**src/rtl/runner_pkg.sv**
```systemverilog
// Shared definitions for the runner controller: state encodings and sizing helpers.
package runner_pkg;

    localparam int STATE_W = 3;

    typedef enum logic [STATE_W-1:0] {
        ST_RESTART   = 3'd0,
        ST_JUMPING   = 3'd1,
        ST_RUNNING1  = 3'd2,
        ST_RUNNING2  = 3'd3,
        ST_DUCKING   = 3'd4,
        ST_GAME_OVER = 3'd5,
        ST_FALLING   = 3'd6
    } state_e;

    // Width needed to hold the values 0..lives.
    function automatic int lives_w(input int lives);
        return (lives < 1) ? 1 : $clog2(lives + 1);
    endfunction

endpackage

```
**src/rtl/runner_physics.sv**
```systemverilog
// Vertical jump physics: height, signed velocity, per-airborne-period launch count.
// tick1 must only be asserted while the player is airborne; the top gates it.
module runner_physics #(
    parameter int POS_W     = 6,
    parameter int JUMP_VEL  = 7,
    parameter int GRAVITY   = 1,
    parameter int MAX_JUMPS = 2
) (
    input  logic             clk,
    input  logic             rst,
    input  logic             launch,
    input  logic             fast_fall,
    input  logic             clear,
    input  logic             tick1,
    output logic [POS_W-1:0] pos,
    output logic             jump_done,
    output logic             can_jump
);

    localparam int VW = POS_W + 1;
    localparam int SW = POS_W + 2;
    localparam int JW = $clog2(MAX_JUMPS + 1);
    localparam logic signed [SW-1:0] POS_MAX = SW'(2 ** POS_W - 1);

    logic [POS_W-1:0]     pos_q, pos_d;
    logic signed [VW-1:0] vel_q, vel_d;
    logic [JW-1:0]        jumps_q, jumps_d;
    logic signed [SW-1:0] sum_s;
    logic                 land_s;

    assign sum_s  = SW'($signed({2'b00, pos_q})) + SW'(vel_q);
    // Landing when the next height would be at or below ground.
    assign land_s = tick1 && (sum_s[SW-1] || (sum_s == '0));

    assign pos       = pos_q;
    assign jump_done = land_s;
    assign can_jump  = (jumps_q < JW'(MAX_JUMPS));

    // Next height/velocity: clear and landing dominate, otherwise integrate then apply any launch.
    always_comb begin
        pos_d   = pos_q;
        vel_d   = vel_q;
        jumps_d = jumps_q;
        if (clear || land_s) begin
            pos_d   = '0;
            vel_d   = '0;
            jumps_d = '0;
        end else begin
            if (tick1) begin
                if (sum_s > POS_MAX) begin
                    pos_d = {POS_W{1'b1}};
                end else begin
                    pos_d = sum_s[POS_W-1:0];
                end
                vel_d = vel_q - VW'(fast_fall ? 2 * GRAVITY : GRAVITY);
            end else begin
                pos_d = pos_q;
            end
            if (launch) begin
                vel_d   = VW'(JUMP_VEL);
                jumps_d = jumps_q + JW'(1);
            end else begin
                jumps_d = jumps_q;
            end
        end
    end

    // Physics state registers.
    always_ff @(posedge clk or posedge rst) begin
        if (rst) begin
            pos_q   <= '0;
            vel_q   <= '0;
            jumps_q <= '0;
        end else begin
            pos_q   <= pos_d;
            vel_q   <= vel_d;
            jumps_q <= jumps_d;
        end
    end

endmodule

```
**src/rtl/runner_controller.sv**
```systemverilog
// Runner player controller: state machine, lives, post-hit invulnerability and jump physics.
// Optional build macro RUNNER_FAST_FALL_EN enables the FALLING (fast-fall) state.
module runner_controller
    import runner_pkg::*;
#(
    parameter int POS_W        = 6,
    parameter int JUMP_VEL     = 7,
    parameter int GRAVITY      = 1,
    parameter int LIVES        = 3,
    parameter int INVULN_TICKS = 16,
    parameter int MAX_JUMPS    = 2
) (
    input  logic                       clk,
    input  logic                       rst,
    input  logic [1:0]                 game_tick,
    input  logic                       button_start,
    input  logic                       button_up,
    input  logic                       button_down,
    input  logic                       crash,
    output logic [STATE_W-1:0]         game_state,
    output logic [POS_W-1:0]           player_position,
    output logic [lives_w(LIVES)-1:0]  lives_left,
    output logic                       invulnerable,
    output logic                       game_frozen,
    output logic                       game_start_pulse,
    output logic                       game_over_pulse,
    output logic                       hit_pulse,
    output logic                       jump_pulse
);

    localparam int LW = lives_w(LIVES);
    localparam int IW = $clog2(INVULN_TICKS + 1);

    state_e        state_q, state_d;
    logic [LW-1:0] lives_q, lives_d;
    logic [IW-1:0] inv_q, inv_d;
    logic          up_prev_q, up_prev_d;
    logic          start_p_q, start_p_d;
    logic          over_p_q, over_p_d;
    logic          hit_p_q, hit_p_d;
    logic          jump_p_q, jump_p_d;

    logic tick0_s, tick1_s, frozen_s, up_edge_s, crash_hit_s, airborne_s;
    logic launch_s, clear_s, fast_fall_s, jump_done_s, can_jump_s;

    assign tick0_s   = game_tick[0];
    assign tick1_s   = game_tick[1];
    assign frozen_s  = (state_q == ST_RESTART) || (state_q == ST_GAME_OVER);
    assign up_edge_s = button_up && !up_prev_q;
    assign crash_hit_s = tick0_s && crash && !frozen_s && (inv_q == '0);

`ifdef RUNNER_FAST_FALL_EN
    assign airborne_s  = (state_q == ST_JUMPING) || (state_q == ST_FALLING);
    assign fast_fall_s = (state_q == ST_FALLING);
`else
    assign airborne_s  = (state_q == ST_JUMPING);
    assign fast_fall_s = 1'b0;
`endif

    runner_physics #(
        .POS_W     (POS_W),
        .JUMP_VEL  (JUMP_VEL),
        .GRAVITY   (GRAVITY),
        .MAX_JUMPS (MAX_JUMPS)
    ) u_physics (
        .clk       (clk),
        .rst       (rst),
        .launch    (launch_s),
        .fast_fall (fast_fall_s),
        .clear     (clear_s),
        .tick1     (tick1_s && airborne_s),
        .pos       (player_position),
        .jump_done (jump_done_s),
        .can_jump  (can_jump_s)
    );

    // Next state, lives, invulnerability and event strobes; a registered crash outranks every transition.
    always_comb begin
        state_d   = state_q;
        lives_d   = lives_q;
        inv_d     = (tick0_s && (inv_q != '0)) ? inv_q - IW'(1) : inv_q;
        up_prev_d = tick0_s ? button_up : up_prev_q;
        start_p_d = 1'b0;
        over_p_d  = 1'b0;
        hit_p_d   = 1'b0;
        jump_p_d  = 1'b0;
        launch_s  = 1'b0;
        clear_s   = 1'b0;
        if (crash_hit_s) begin
            if (lives_q > LW'(1)) begin
                lives_d = lives_q - LW'(1);
                hit_p_d = 1'b1;
                inv_d   = IW'(INVULN_TICKS);
            end else begin
                lives_d  = '0;
                state_d  = ST_GAME_OVER;
                over_p_d = 1'b1;
            end
        end else begin
            case (state_q)
                ST_RESTART: begin
                    if (tick0_s && button_start) begin
                        state_d   = ST_JUMPING;
                        launch_s  = 1'b1;
                        start_p_d = 1'b1;
                        jump_p_d  = 1'b1;
                    end else begin
                        state_d = ST_RESTART;
                    end
                end
                ST_RUNNING1, ST_RUNNING2: begin
                    if (!tick0_s) begin
                        state_d = state_q;
                    end else if (button_down) begin
                        state_d = ST_DUCKING;
                    end else if (button_up) begin
                        state_d  = ST_JUMPING;
                        launch_s = 1'b1;
                        jump_p_d = 1'b1;
                    end else begin
                        state_d = (state_q == ST_RUNNING1) ? ST_RUNNING2 : ST_RUNNING1;
                    end
                end
                ST_JUMPING: begin
                    if (jump_done_s) begin
                        state_d = ST_RUNNING1;
                    end else if (tick0_s && up_edge_s && can_jump_s) begin
                        launch_s = 1'b1;
                        jump_p_d = 1'b1;
`ifdef RUNNER_FAST_FALL_EN
                    end else if (tick0_s && button_down) begin
                        state_d = ST_FALLING;
`endif
                    end else begin
                        state_d = ST_JUMPING;
                    end
                end
                ST_DUCKING: begin
                    if (tick0_s && !button_down) begin
                        state_d = ST_RUNNING1;
                    end else begin
                        state_d = ST_DUCKING;
                    end
                end
                ST_GAME_OVER: begin
                    if (tick0_s && button_start) begin
                        state_d   = ST_RUNNING1;
                        start_p_d = 1'b1;
                        lives_d   = LW'(LIVES);
                        inv_d     = '0;
                        clear_s   = 1'b1;
                    end else begin
                        state_d = ST_GAME_OVER;
                    end
                end
`ifdef RUNNER_FAST_FALL_EN
                ST_FALLING: begin
                    if (jump_done_s) begin
                        state_d = button_down ? ST_DUCKING : ST_RUNNING1;
                    end else if (tick0_s && up_edge_s && can_jump_s) begin
                        state_d  = ST_JUMPING;
                        launch_s = 1'b1;
                        jump_p_d = 1'b1;
                    end else begin
                        state_d = ST_FALLING;
                    end
                end
`endif
                default: begin
                    state_d = ST_RESTART;
                end
            endcase
        end
    end

    // Controller state and registered event strobes.
    always_ff @(posedge clk or posedge rst) begin
        if (rst) begin
            state_q   <= ST_RESTART;
            lives_q   <= LW'(LIVES);
            inv_q     <= '0;
            up_prev_q <= 1'b0;
            start_p_q <= 1'b0;
            over_p_q  <= 1'b0;
            hit_p_q   <= 1'b0;
            jump_p_q  <= 1'b0;
        end else begin
            state_q   <= state_d;
            lives_q   <= lives_d;
            inv_q     <= inv_d;
            up_prev_q <= up_prev_d;
            start_p_q <= start_p_d;
            over_p_q  <= over_p_d;
            hit_p_q   <= hit_p_d;
            jump_p_q  <= jump_p_d;
        end
    end

    assign game_state       = state_q;
    assign lives_left       = lives_q;
    assign invulnerable     = (inv_q != '0);
    assign game_frozen      = frozen_s;
    assign game_start_pulse = start_p_q;
    assign game_over_pulse  = over_p_q;
    assign hit_pulse        = hit_p_q;
    assign jump_pulse       = jump_p_q;

endmodule

```
**config.mk**
```make
export PLATFORM = sky130hd
export DESIGN_NAME = runner_controller
export DESIGN_NICKNAME = d
export VERILOG_FILES = /design/src/rtl/runner_pkg.sv /design/src/rtl/runner_physics.sv /design/src/rtl/runner_controller.sv
export SDC_FILE = /design/constraint.sdc
export NUM_CORES = 1
export LEC_CHECK = 0
export CELL_PAD_IN_SITES_DETAIL_PLACEMENT = 0
export CELL_PAD_IN_SITES_GLOBAL_PLACEMENT = 1
export CORE_UTILIZATION = 46
export DETAILED_ROUTE_END_ITERATION = 7
export PLACE_DENSITY_LB_ADDON = 0.12
export SYNTH_ARGS = -nofsm -noshare
export SYNTH_HDL_FRONTEND = slang
export SYNTH_HIERARCHICAL = 1
export SYNTH_SLANG_ARGS = --single-unit
```
**constraint.sdc**
```tcl
create_clock -name clk -period 9.4 [get_ports clk]
set_input_delay 1.88 -clock clk [delete_from_list [all_inputs] [get_ports clk]]
set_output_delay 1.88 -clock clk [all_outputs]
set_load 0.05 [all_outputs]
```
==> impl_metrics.ini, run 1 <==
[outcome]
status = completed

[synth]
synth_common_cells = dfrtp_1, nor2_1, inv_1, nand2_1, a21oi_1
synth-edff-count = 0
yosysUniqueCellTypes = 58
yosys_warnings = 6
syn_area_per_cell_um2 = 9.42
yosysTopAreaCell = dfrtp_1
yosysSeqAreaShare = 0.362
synthDominantCellAreaShare = 0.337
yosys_most_used_dff = dfrtp_1
synthesis.area_mm2 = 0.00208
synth_area_leaders = dfrtp_1, ha_1, xnor2_1, nor2_1, a21oi_1
ys_async_sr_fraction = 1.00
synthCells = 221
synth_most_common_cell = dfrtp_1
ys_ff_latch = 30

[route]
wl_per_cell_um = 17.0
dr_total_vias = 1802
via_per_inst = 6.01
first_pass_iters = 4
drtAntennaViolNets = 0
routed_wl_mm = 5.10
drc = 0
drt_iter0_markers = 140

[finish]
num_antenna_cells = 0
layout-drive-gt1-share = 0.0927
syn_to_final_growth_pct = 18.2
final-instance-count-excl-fill = 300
fin_area_mm2 = 0.00246
fin_nets = 266

[place]
place_area_mm2 = 0.00237
hpwl_mm = 3.75
portBuffers = 24
gp_congestion = 0.820
place_inst = 292

[clocking]
numCtsBuffers = 5
clk_path_buf_depth = 2
post-cts-setup-buffers = 0
cts_tree = done
cts_root_buffer = clkbuf_8
cts_resized = 0
clock_latency_ps = 280
hold_buffers = 0
cts_htree_levels = 2
path_clk_slew_ps = 70
clock-sinks = 30

[global_route]
antenna_found_initial = 0
grt_pass1_vias = 1782
grt_max_degree = 21
grtUsageTotal = 0.225
globalRouteOverflowTotal = 0
grt_pass1_wl_mm = 8.52

[floorplan]
num_rows = 24
ios = 25
dieArea_mm2 = 0.00480
die_h_um = 69.3
core_mm2 = 0.00435
start_util = 0.478
die_w_um = 69.3

[worst_setup_path]
path_max_fanout = 12
critical_path_arrival_ps = 4630
regToRegStartpoint = u_physics/pos[0]
r2r_cells = 13
crit_chain = clkdlybuf4s50_1 > nor4bb_1 > buf_4 > nor3b_1 > and2_1 > nor3b_1 > o211ai_1 > a21oi_1 > nand2_1 > xnor2_1 > a211oi_1
max_stage_delay_ps = 670
critical_path_class = in2reg
timing.rr.end = u_physics/jumps_q[1]
path_common_cell = nor3b_1
cp-end-kind = register
cp_slowest_cell = a21oi_1
cp-start-kind = input port
cp.required_ps = 9590
r2r_setup_slack_ps = 5380

[timing]
rsz0062_at_grt = no
fmax_ghz = 0.225
setup_viol = 0
worst_pin_slew_ps = 824
fin_skew_ps = 4.84
tns_ps = 0
relSlewSlack = 0.451
fin_crit_ps = 4440
post-route-period-util = 0.472
hold_violations = 0
slew_violations = 0

[power]
p_leak_uw = 0.00104
power.density_mw_per_mm2 = 386
power.ir.vdd_worst_mv = 0.152

[job]
cap_violations = 0

[hold_path]
hold_start = up_prev_q
hold_path.class = reg2reg
whs_endpoint = up_prev_q
whs_path_depth = 1
layout make-up:
class	count	area, um^2
fillers	415	1900
multi-input cells	167	1220
flip-flops and latches	30	753
repair buffers	27	263
clock buffers	7	86.3
well taps	52	65.1
inverters	16	62.6
clock inverters	1	5.00
sequential cells by signal (all words and copies together), names as in the netlist:
register	flops
game_over_pulse	1
game_start_pulse	1
game_state	3
hit_pulse	1
inv_q	5
jump_pulse	1
lives_left	2
u_physics/jumps_q	2
u_physics/pos	6
u_physics/vel_q	7
up_prev_q	1
stage by stage:
stage	power [uW]	hold slack (ps)	util	setup slack (ps)
after floorplan	689	474	-	5480
after global placement	816	485	0.544	4760
final	949	522	0.565	4960
after global routing	1020	546	0.565	4640
after detailed placement	836	516	0.544	4690
after CTS	950	531	0.565	4980
power breakdown:
part | switching [uW] | internal, uW | leakage (uW)
registers | 74.7 | 186 | 0.000370
logic | 348 | 229 | 0.000626
clock network | 50.7 | 59.0 | 0.0000482
total | 474 | 475 | 0.00104
per-layer routing:
layer | share of wire | up-vias | global-route usage
li1 | - | 867 | -
met2 | 0.47 | 52 | 0.339
met1 | 0.48 | 877 | 0.311
met5 | 0 | - | 0
met3 | 0.047 | 6 | 0.0581
met4 | 0.0098 | 0 | 0.0839
cell usage in the layout, fill, tap and decap left out, drive strengths merged, types with 5 or more instances in the layout:
master         instances
clkdlybuf4s50         24
a21oi                 13
nor2                  20
a211oi                 8
a32oi                  5
a31oi                  5
ha                     9
dfrtp                 28
clkbuf                 7
o21ai                  9
nor2b                  5
nand2                 15
xnor2                 10
inv                   16
cells by family after synthesis:
group,synth area share
and+or+nand+nor,0.207
AOI/OAI and AO/OA,0.244
DFF,0.362
buffers and inverters,0.0517
xor gates and xnor gates,0.0505
adders and majority gates,0.0734
muxes,0.0102
other,0.00180
worst max-delay path: cells and delay by family:
family	cells	cell delay, ps
buffers and inverters	2	600
xor gates and xnor gates	1	160
AOI/OAI and AO/OA	3	1050
and+or+nand+nor	5	920
worst max path at each step:
| stage | start | to | cells after the start |
|---|---|---|---|
| 2_1_floorplan | game_tick[1] | u_physics/vel_q[4] | 10 |
| 3_3_place_gp | game_tick[1] | u_physics/jumps_q[1] | 11 |
| 3_5_place_dp | game_tick[1] | u_physics/jumps_q[1] | 11 |
| 4_1_cts | game_tick[1] | u_physics/jumps_q[1] | 11 |
| 5_1_grt | game_tick[1] | u_physics/jumps_q[1] | 11 |
| 6_report | game_tick[1] | u_physics/jumps_q[1] | 11 |
Power figures use the tool's default switching activity.
==> inputs of run 2 (changes only) <==
Settings changed: CORE_UTILIZATION 46 to 43.
Clock period 9.4 ns to 4.45 ns, I/O delays scaled along.
==> run 2 against run 1 <==
Compared with the run above:
- first-iteration DRC count decreased by 9.3%
- routed wire length decreased by 5.7%
- cell count increased by 0.33%
- sequential share of layout area decreased by 0.093 points
- die area increased by 6.8%
- flip-flop and latch count unchanged
- power increased by 110%
- combinational power increased by 110%
- critical path type is now reg2reg
- critical endpoint unchanged
- largest cell class unchanged
==> impl_metrics.ini, run 2 (synthesis results as in run 1) <==
[global_route]
antenna_found_initial = 0
grtUsageTotal = 0.212
globalRouteOverflowTotal = 0
grt_pass1_wl_mm = 8.54
grt_pass1_vias = 1716
grt_max_degree = 21

[worst_setup_path]
crit_family = compound AO/OA/AOI/OAI gates
critical_path_arrival_ps = 3820
critical_path_class = reg2reg
cp_slowest_cell = fa_1
max_stage_delay_ps = 410
path_max_fanout = 12
cp-start-kind = register
crit_chain = ha_1 > fa_1 > a211o_1 > and2_1 > o41ai_2 > nor3b_1 > buf_4 > and2_1 > nor3b_1 > o211ai_1 > a21oi_1 > buf_4 > nand2_1 > xnor2_1 > a211oi_1
cp-end-kind = register
path_buf_inv = 2
cp.required_ps = 4640

[finish]
fin_nets = 267
final_common_cell = dfrtp_1
layout-drive-gt1-share = 0.0964
fin_area_mm2 = 0.00247
num_antenna_cells = 0
layout_common_cells = dfrtp_1, clkdlybuf4s50_1, nor2_1
top_register = u_physics/vel_q
syn_to_final_growth_pct = 18.5
largest_reg_flops = 7

[clocking]
clock_latency_ps = 280
cts_htree_levels = 2
numCtsBuffers = 5
hold_buffers = 0
cts_resized = 0
clock-sinks = 30
post-cts-setup-buffers = 0
clk_path_buf_depth = 2
cts_root_buffer = clkbuf_8
path_clk_slew_ps = 60
cts_tree = done

[route]
routed_wl_mm = 4.81
drtAntennaViolNets = 0
wl_per_cell_um = 16.0
first_pass_iters = 4
dr_total_vias = 1748
via_per_inst = 5.81
drt_iter0_markers = 127
drc = 0

[power]
power.ir.vdd_worst_mv = 0.403
total_power_uw = 1990
p_leak_uw = 0.00105
power.density_mw_per_mm2 = 806

[floorplan]
ios = 25
die_w_um = 71.6
start_util = 0.462
core_mm2 = 0.00450
num_rows = 24
die_h_um = 71.6
dieArea_mm2 = 0.00512

[job]
cap_violations = 0

[place]
gp_congestion = 0.816
portBuffers = 24
place_area_mm2 = 0.00237
hpwl_mm = 3.54

[timing]
worst_pin_slew_ps = 671
setup_viol = 0
relSlewSlack = 0.551
post-route-period-util = 0.817
tns_ps = 0
fin_crit_ps = 3640
rsz0062_at_grt = no
slew_violations = 0
fin_skew_ps = 3.89
fmax_ghz = 0.275
hold_violations = 0

[outcome]
status = completed

[hold_path]
hold_path.class = reg2reg
[run 2: changes by cell type in the layout (fill, tap and decap cells not counted)]
cell / delta
buf_4: +1
[run 2: area by class of cell]
| class | instances | area (um^2) |
|---|---|---|
| clock buffers | 7 | 86.3 |
| repair buffers | 28 | 270 |
| clock inverters | 1 | 5.00 |
| well taps | 52 | 65.1 |
| multi-input cells | 167 | 1220 |
| inverters | 16 | 62.6 |
| flip-flops and latches | 30 | 753 |
| fillers | 431 | 2040 |
[run 2: worst paths after layout]
kind	startpoint	endpoint	slack, ps	cells past startpoint
min in group asynchronous	rst	u_physics/pos[1]	1000	2
min reg2reg	up_prev_q	up_prev_q	500	1
max in group asynchronous	rst	jump_pulse	3050	2
min	up_prev_q	up_prev_q	500	1
max	u_physics/pos[0]	u_physics/jumps_q[1]	810	15
max reg2reg	u_physics/pos[0]	u_physics/jumps_q[1]	810	15
[run 2: through the flow]
step / util / hold slack [ps] / worst slack (ps) / instances
final: 0.548 / 498 / 814 / 301
after global routing: 0.548 / 540 / 425 / 301
after CTS: 0.548 / 506 / 815 / 301
after detailed placement: 0.527 / 492 / 844 / 293
after global placement: 0.527 / 482 / 905 / 293
after floorplan: - / 474 / 641 / 222
[run 2: power breakdown]
part	switching, uW	internal [uW]	leakage [uW]
registers	156	394	0.000370
logic	727	485	0.000632
clock network	102	125	0.0000482
total	985	1000	0.00105
[run 2: worst reg2reg max path: stages, from the launching register on]
cell and delay, ps:
dfrtp_1 400, ha_1 240, fa_1 410, a211o_1 300
and2_1 150, o41ai_2 340, nor3b_1 90, buf_4 190
and2_1 160, nor3b_1 320, o211ai_1 190, a21oi_1 160
buf_4 190, nand2_1 80, xnor2_1 120, a211oi_1 200
[run 2: routing by layer]
layer,vias to the layer above,share of wire,track usage
met5,-,0,0
met3,4,0.051,0.0394
li1,869,-,-
met4,0,0.0083,0.0588
met1,837,0.50,0.316
met2,38,0.44,0.314
==> inputs of run 3 (changes only) <==
Settings changed: CORE_UTILIZATION 43 to 39.
Clock period 4.45 ns to 3.26 ns, I/O delays scaled along.
==> run 3 against run 2 <==
Compared with the run above:
- design area up 9.3%
- global-route usage down 1.5 points
- register-to-register slack worse by 640 ps
- critical path depth down 2
- routed wire length up 2.1%
- non-clock buffer count up 15
- worst setup slack worse by 640 ps
==> impl_metrics.ini, run 3 (synthesis results as in run 1) <==
[worst_setup_path]
cp-start-kind = register
regToRegStartpoint = u_physics/pos[0]
path_max_fanout = 5
cp_slowest_cell = dfrtp_2
max_stage_delay_ps = 420
path_buf_inv = 1
crit_family = compound AO/OA/AOI/OAI gates
path_common_cell = nor3b_2
r2r_cells = 13
timing.rr.end = u_physics/vel_q[2]
critical_path_class = reg2reg
cp-end-kind = register
critical_path_arrival_ps = 3280
cp.required_ps = 3450
crit_chain = ha_4 > fa_2 > a211o_1 > and2_1 > o41ai_4 > nor3b_2 > and2_4 > nor3b_2 > o211ai_1 > a21oi_2 > buf_4 > nor2_1 > a211oi_1
r2r_setup_slack_ps = 170

[clocking]
cts_htree_levels = 2
clock_latency_ps = 280
cts_root_buffer = clkbuf_8
path_clk_slew_ps = 70
numCtsBuffers = 5
clock-sinks = 30
clk_path_buf_depth = 2
cts_tree = done

[timing]
worst_pin_slew_ps = 603
rsz0062_at_grt = yes
post-route-period-util = 0.947
slew_violations = 0
fin_crit_ps = 3090
holdWs_ps = 511
relSlewSlack = 0.598
hold_violations = 0
fin_ws_ps = 173
fin_skew_ps = 7.70
fmax_ghz = 0.324
setup_viol = 0

[power]
p_switching_uw = 1390
power.ir.vdd_worst_mv = 0.420
power.internal_uw = 1580
clock_power_share = 0.128
power.density_mw_per_mm2 = 1100
p_leak_uw = 0.00115
seq_power_share = 0.238
switching_share = 0.468
combPwrFrac = 0.634

[job]
cap_violations = 0

[route]
routed_wl_mm = 4.91
drt_iter0_markers = 245
via_per_inst = 5.44
first_pass_iters = 4
dr_total_vias = 1816
wl_per_cell_um = 14.7
drtAntennaViolNets = 0
drc = 0

[floorplan]
die_h_um = 75.0
core_mm2 = 0.00511
dieArea_mm2 = 0.00563
num_rows = 26
ios = 25
die_w_um = 75.0
start_util = 0.407

[hold_path]
hold_path.class = reg2reg
whs_path_depth = 1
whs_endpoint = up_prev_q
hold_start = up_prev_q

[finish]
layout_common_cells = dfrtp_1, clkdlybuf4s50_1, nor2_1, buf_4, inv_1
layout-drive-gt1-share = 0.201
num_antenna_cells = 0
syn_to_final_growth_pct = 29.5
top_register = u_physics/vel_q
fin_nets = 282
largest_reg_flops = 7
final-instance-count-excl-fill = 334
final_common_cell = dfrtp_1

[global_route]
grt_pass1_wl_mm = 8.29
grt_pass1_vias = 1673
globalRouteOverflowTotal = 0
grtUsageTotal = 0.196
antenna_found_initial = 0
grt_max_degree = 18

[place]
hpwl_mm = 3.72
portBuffers = 24
place_inst = 325
gp_congestion = 0.888
place_ws_ps = 6.38

[outcome]
status = completed
## run 3: metrics by stage
step                      instance area, um^2  TNS [ps]   util  total power, uW
after CTS                                2650         0  0.519             2930
final                                    2700         0  0.528             2970
after detailed placement                 2540         0  0.497             2530
after global routing                     2700      -126  0.528             3200
after floorplan                          2120     -34.6      -             2020
after global placement                   2540         0  0.497             2530
## run 3: worst max-delay path by stage
stage	startpoint	to	slack, ps	cells after the start
6_report	u_physics/pos[0]	u_physics/vel_q[2]	170	13
5_1_grt	u_physics/pos[0]	u_physics/vel_q[2]	-50	13
4_1_cts	u_physics/vel_q[0]	u_physics/vel_q[1]	4	13
3_5_place_dp	u_physics/pos[0]	u_physics/vel_q[1]	6	13
3_3_place_gp	u_physics/pos[0]	u_physics/vel_q[0]	100	13
2_1_floorplan	u_physics/pos[0]	u_physics/jumps_q[1]	-30	15
## run 3: final cells by class
type	instances	area (um^2)
fill	477	2410
multi-input combinational	167	1290
sequential	30	757
timing repair buffer	43	383
tap	70	87.6
clock buffer	7	86.3
inverter	16	62.6
clock inverter	1	30.0
## run 3: worst register-to-register path, stage by stage, from the launching register on
cell and delay [ps]:
dfrtp_2 420, ha_4 170, fa_2 360, a211o_1 320
and2_1 170, o41ai_4 240, nor3b_2 90, and2_4 150
nor3b_2 210, o211ai_1 150, a21oi_2 280, buf_4 190
nor2_1 50, a211oi_1 190
## run 3: metal layers
| layer | up-vias | GRT usage | routed length [um] |
|---|---|---|---|
| met5 | - | 0 | 0 |
| met4 | 0 | 0.0776 | 95 |
| met3 | 9 | 0.0388 | 199 |
| met2 | 37 | 0.274 | 2120 |
| met1 | 872 | 0.295 | 2490 |
| li1 | 898 | - | - |
## run 3: what timing repair did
action                                  in CTS  in global routing
endpoints found under the setup margin       0                  8
hold buffers                                 0                  0
gates resized for setup                      0                  6
buffers inserted                             0                  1
## run 3: power groups by stage
| stage | clock (uW) | combinational [uW] | sequential (uW) |
|---|---|---|---|
| floorplan | 0 | 1100 | 918 |
| global placement | 0 | 1820 | 713 |
| detailed placement | 0 | 1820 | 711 |
| CTS | 395 | 1830 | 707 |
| global route | 411 | 2060 | 733 |
| finish | 382 | 1890 | 707 |
